## src/rtl/pc_unit.sv

```systemverilog
// Program counter with exception/eret vectors, jump/branch redirects, and a
// pending-redirect slot that holds a redirect arriving during a stall.
module pc_unit #(
  parameter int              WIDTH     = 32,
  parameter logic [WIDTH-1:0] RESET_VEC = 32'h0000_3000,
  parameter logic [WIDTH-1:0] EXC_VEC   = 32'h0000_4180,
  parameter int              STEP      = 4
) (
  input  logic             clk,
  input  logic             rst,
  input  logic             stall,
  input  logic             exc,
  input  logic             eret,
  input  logic [WIDTH-1:0] epc,
  input  logic             jump,
  input  logic [WIDTH-1:0] jump_target,
  input  logic             br_taken,
  input  logic [WIDTH-1:0] br_target,
  output logic [WIDTH-1:0] pc,
  output logic [WIDTH-1:0] pc_next_seq,
  output logic             fetch_valid,
  output logic             pc_misalign,
  output logic             redirect_pending
);

  localparam logic [WIDTH-1:0] STEP_W = WIDTH'(STEP);

  logic             pend_valid;
  logic [WIDTH-1:0] pend_target;
  logic             new_redir;
  logic [WIDTH-1:0] new_target;

  // jump outranks a simultaneous taken branch
  assign new_redir  = jump | br_taken;
  assign new_target = jump ? jump_target : br_target;

  assign pc_next_seq      = pc + STEP_W;
  assign pc_misalign      = |pc[1:0];
  assign redirect_pending = pend_valid;

  always_ff @(posedge clk or negedge rst) begin
    if (!rst) begin
      pc          <= RESET_VEC;
      pend_valid  <= 1'b0;
      pend_target <= '0;
      fetch_valid <= 1'b0;
    end else begin
      fetch_valid <= 1'b1;
      if (exc) begin
        pc         <= EXC_VEC;
        pend_valid <= 1'b0;
      end else if (eret) begin
        pc         <= epc;
        pend_valid <= 1'b0;
      end else if (new_redir) begin
        if (stall) begin
          pend_target <= new_target;
          pend_valid  <= 1'b1;
        end else begin
          pc         <= new_target;
          pend_valid <= 1'b0;
        end
      end else if (pend_valid && !stall) begin
        pc         <= pend_target;
        pend_valid <= 1'b0;
      end else if (!stall) begin
        pc <= pc_next_seq;
      end
    end
  end

endmodule

```

## config.mk

```make
export PLATFORM = sky130hd
export DESIGN_NAME = pc_unit
export DESIGN_NICKNAME = d
export VERILOG_FILES = /design/src/rtl/pc_unit.sv
export SDC_FILE = /design/constraint.sdc
export NUM_CORES = 1
export LEC_CHECK = 0
export ABC_AREA = 1
export CAP_MARGIN = 20
export CELL_PAD_IN_SITES_DETAIL_PLACEMENT = 1
export CELL_PAD_IN_SITES_GLOBAL_PLACEMENT = 1
export CORE_ASPECT_RATIO = 0.7
export CORE_MARGIN = 2
export CORE_UTILIZATION = 31
export CTS_CLUSTER_DIAMETER = 50
export DETAILED_ROUTE_END_ITERATION = 16
export PLACE_DENSITY = 0.91
export SLEW_MARGIN = 5
export SYNTH_ARGS = -nofsm -noshare
export SYNTH_HDL_FRONTEND = slang
export SYNTH_SLANG_ARGS = --single-unit
```

## constraint.sdc

```tcl
create_clock -name clk -period 1.76 [get_ports clk]
set_input_delay 0.352 -clock clk [delete_from_list [all_inputs] [get_ports clk]]
set_output_delay 0.352 -clock clk [all_outputs]
set_load 0.02 [all_outputs]
```

Yosys cells after proc, flatten, opt, wreduce, memory -nomap -nowiden
Cells that the tools add are included.
{"block": "totals", "wordCells": 28, "out_inout_bits": 67, "reg_bits": 66}
{"block": "op_classes", "muxes": 12, "n_addsub": 1, "n_reduce_logical": 6, "n_bitwise": 3, "n_eq_ne": 2}
{"cell": "$mux 32", "n": 7}
{"cell": "$add 32x3->32 const B", "n": 1}
{"cell": "$mux 1", "n": 5}
{"cell": "$ne 4x1->1 const B", "n": 1}
{"cell": "$ne 4x4->1 const B", "n": 1}
{"cell": "$reduce_and 4->1", "n": 1}
{"cell": "$reduce_bool 4->1", "n": 1}
{"cell": "$not 1->1", "n": 2}
{"cell": "$reduce_and 2->1", "n": 1}
{"cell": "$reduce_or 2->1", "n": 1}
{"cell": "$logic_and 1x1->1", "n": 1}
{"cell": "$logic_not 1->1", "n": 1}
{"cell": "$or 1x1->1", "n": 1}

Depth between registers and ports, before layout
{"block": "logic_depth", "depth_word": 6, "depth_mapped": 12, "depth_no_buf": 12}

Worst setup path before layout
OpenSTA, ideal clock, no wires.
{"block": "synth_timing", "kind": "flip-flop to output port", "from": "register pc[3]", "to": "output pc_next_seq[22]", "setup_slack_ns": -0.118, "arrival_ns": 1.526, "path_buffers": 0, "path_stages_with_launch": 9, "path_cell_list": "dfrtp_1 > ha_1 > nand2_1 > nor2_2 > nand2_2 > nor2_4 > nand2_1 > nand2_1 > and2_1"}
{"block": "synth_between", "elab_chain_len": 1}
{"element": "start: declaration", "line": "19", "text": "output logic [WIDTH-1:0] pc,"}
{"element": "start signal: assignment", "line": "53", "text": "pc <= epc;"}
{"element": "start signal: assignment", "line": "60", "text": "pc <= new_target;"}
{"element": "start signal: assignment", "line": "64", "text": "pc <= pend_target;"}
{"element": "$add 32x3->32", "line": "37", "text": "assign pc_next_seq = pc + STEP_W;"}
{"element": "end: declaration", "line": "20", "text": "output logic [WIDTH-1:0] pc_next_seq,"}
No other way between the ends.

Final worst setup path
{"block": "layout_timing", "from": "register pc[2]", "to": "output pc_next_seq[26]"}
The elaborated chain is that of the path after synthesis.

==> summary.md <==
Setup repair after global routing could not meet its margin everywhere. The number of I/O pins came out at 170. The sequential share of the synthesized area is 0.337, and the mean number of vias per cell is 5.51. After detailed routing, the total wire length is 31300 um. The worst setup path is of the register to output port kind. The die covers 0.0169 mm^2. In this run, the number of DRC markers left after iteration 0 of detailed routing was 552. The flow ran to the end, but the final reports show violations. Setup violations remaining at the end of the flow were counted as 60.

For the number of placement rows, the log shows 38. The logs give 0 for the number of failing hold endpoints at the final stage and 7279 for the via count. Synthesis produced 805 cells.

STA classifies the critical path startpoint as a register. For the number of synthesis warnings, the log shows 0. In this run the tool buffered the top-level ports with 169 buffer cells. The starting density of the core was 0.317.

The worst-case setup margin in the final layout was -679 ps. The die outline width is 154 um. The final layout contains 1221 nets. The clock tree root driver cell was sky130_fd_sc_hd__clkbuf_16. Buffers inserted to repair hold after CTS numbered 0.

The clock passes through at most 2 buffers. The slack of the worst reg-to-reg path was -500 ps; the number of placed instances, taps included was 1268. After routing, the total negative slack on setup checks comes to -19140 ps. The die is 109 um tall.

For the number of iterations in the first detailed-routing pass, the log shows 5. In this run the worst path has a maximum fanout of 5. The repair_antennas step left the layout with diodes totalling 0.

The count of nets left with antenna violations once routing finished came out at 0. Flip-flop cell with the highest count after synthesis: sky130_fd_sc_hd__dfrtp_1. The logs give 0 for the total DRC errors in the routed layout and 3 for the total number of H-tree levels. Across the run, the number of max-cap violations was 0. The power consumption is 6.14 mW. Counting distinct cell types in the post-synthesis netlist gives 37. Routability-driven placement finished with a final weighted congestion of 0.857.

The portion of the clock cycle consumed by the worst path in the final layout is 1.39, and the clock-pin slew of the registers on the worst-case setup and hold paths is 70 ps. The endpoint type of the worst setup path was an output port. In the final routed layout, each cell accounts on average for 23.7 um. The share of synthesized flip-flops with an asynchronous set or reset is 1.00, and the worst supply voltage drop on vdd is 0.000598 V. The first-pass GRT wire length came out at 39500 um. The mapped cell area was 0.00491 mm^2; the mean instance size in the synthesized netlist was 6.10 um^2. The data arrival time of the worst path was 2090 ps.

The later pin in the worst-skew pair is clocked with a latency of 360 ps. The number of nets in the synthesized netlist is 909. For the highest attainable clock frequency, the log shows 410 MHz. For the total CTS buffers, the log shows 9. The tools report the via count of the first global-routing pass as 7243. The final reports fail on negative setup slack. The total routing resource utilization after global routing came out at 0.307. The ratio of cells with drive above 1 in the final layout works out to 0.352. The final-report max-slew violation count is 0. The worst hold path belongs to the class input port to async pin. In this run, synthesis inferred 0 flip-flops with an integrated enable. Dividing total power by cell area gives a power density of 668 mW/mm^2.

For the final database, setup skew stands at 12.6 ps. Total global routing overflow: 0. The required time of the worst setup path was 1410 ps; the pin count of the biggest net entering global routing was 50. Detailed placement finished with a half-perimeter wire length of 16800 um. Leaving out filler cells and counting taps, the final layout contains 1322. The core utilization of the finished layout is 0.593. Leaving out fill and tap cells, the most frequent cells in the layout are sky130_fd_sc_hd__nand2_1 (275), sky130_fd_sc_hd__buf_4 (116), sky130_fd_sc_hd__clkdlybuf4s50_1 (103). Compared with the post-synthesis result, the final layout area differs by 87.4%. TritonCTS built the clock tree. The number of synthesized register bits is 66.

Leading cell type in the layout, fill and taps excluded: sky130_fd_sc_hd__nand2_1. Counting I/O delays and the setup requirement, the final critical path takes 2440 ps. The analysis attributes to cell leakage a power of 4.55 nW.

The tools report the number of antenna violations at the first check in global routing as 0. Counting every sink on the clock net gives 66. The placeable core region was 0.0155 mm^2.
==> path summary, 6_finish.rpt <==
path | from | end | depth (start not counted)
min | rst | pc[17]$_DFFE_PN0P_ | 2
max in group asynchronous | rst | pc[12]$_DFFE_PN1P_ | 2
min in group clk | pend_target[10]$_DFFE_PN0P_ | pend_target[10]$_DFFE_PN0P_ | 2
max reg2reg | pc[7]$_DFFE_PN0P_ | pc[17]$_DFFE_PN0P_ | 15
max | pc[2]$_DFFE_PN0P_ | pc_next_seq[26] | 9
min reg2reg | pend_target[10]$_DFFE_PN0P_ | pend_target[10]$_DFFE_PN0P_ | 2
==> sequential cells by signal, summed over array words and instances, names as in the netlist <==
| name | count |
|---|---|
| pend_target | 32 |
| redirect_pending | 1 |
| pc | 32 |
| fetch_valid | 1 |
==> layout make-up <==
class / count / area [um^2]
inverter: 81 / 312
multi-input combinational: 625 / 3470
clock inverter: 4 / 26.3
timing repair buffer: 334 / 3230
fill: 1923 / 6300
sequential: 66 / 1660
clock buffer: 12 / 256
tap: 200 / 250
==> Yosys cell counts (3+ instances only) <==
cell type / count / area [um^2]
sky130_fd_sc_hd__o21ai_1: 30 / 150
sky130_fd_sc_hd__inv_2: 9 / 33.8
sky130_fd_sc_hd__a21oi_1: 8 / 40.0
sky130_fd_sc_hd__buf_4: 6 / 45.0
sky130_fd_sc_hd__xor2_1: 4 / 35.0
sky130_fd_sc_hd__nor2_2: 6 / 37.5
sky130_fd_sc_hd__o21ai_0: 35 / 175
sky130_fd_sc_hd__buf_2: 14 / 70.1
sky130_fd_sc_hd__clkbuf_1: 7 / 26.3
sky130_fd_sc_hd__nand2_1: 354 / 1330
sky130_fd_sc_hd__nand2_2: 7 / 43.8
sky130_fd_sc_hd__inv_1: 72 / 270
sky130_fd_sc_hd__nor2_1: 103 / 387
sky130_fd_sc_hd__buf_6: 5 / 56.3
sky130_fd_sc_hd__nand3b_1: 3 / 22.5
sky130_fd_sc_hd__and2_1: 13 / 81.3
sky130_fd_sc_hd__dfrtp_1: 64 / 1600
sky130_fd_sc_hd__nand3_1: 25 / 125
sky130_fd_sc_hd__a211oi_1: 12 / 90.1
sky130_fd_sc_hd__nor2_4: 7 / 78.8
==> critical path: stages, from the launching register on <==
cell and delay, ps:
sky130_fd_sc_hd__dfrtp_2 450, sky130_fd_sc_hd__ha_4 190, sky130_fd_sc_hd__nand2_4 80, sky130_fd_sc_hd__nor2_4 170
sky130_fd_sc_hd__nand2_4 130, sky130_fd_sc_hd__nor2_4 200, sky130_fd_sc_hd__nand2_1 150, sky130_fd_sc_hd__nand2_1 130
sky130_fd_sc_hd__nand2_2 90, sky130_fd_sc_hd__buf_6 140
==> where the power goes <==
| part | switching, mW | internal, mW |
|---|---|---|
| logic | 1.32 | 1.07 |
| clock network | 0.808 | 1.03 |
| registers | 0.179 | 1.74 |
| total | 2.30 | 3.84 |
==> routing by layer <==
layer,part of all wire,vias to the layer above,global-route usage
li1,-,3100,-
met3,0.084,168,0.0636
met4,0.070,0,0.125
met1,0.38,3509,0.363
met2,0.47,502,0.553
met5,0,-,0
==> stage by stage <==
step           worst slack, ps  hold slack [ps]  area, um^2
3_5_place_dp              -576              392        7750
2_1_floorplan             2.58             56.4        4910
6_report                  -679             27.0        9200
3_3_place_gp              -525              400        7750
4_1_cts                   -412             37.0        8470
5_1_grt                   -705             41.5        9200
==> repair_timing <==
| item | CTS | global route |
|---|---|---|
| endpoints found under the hold margin | 0 | 0 |
| endpoints found under the setup margin | 83 | 63 |
| setup buffers | 27 | 21 |
| resized for setup | 272 | 194 |
| pin swaps | 28 | 65 |
| cloned | 1 | 0 |
==> cells by family after synthesis <==
kind of cell,synth area share
AOI/OAI and AO/OA,0.100
xor gates and xnor gates,0.00892
adders and majority gates,0.00255
buffers and inverters,0.103
DFF,0.337
muxes,0.00408
other,0.000764
and+or+nand+nor,0.444
Note: power is estimated with default switching activity, not from simulation.
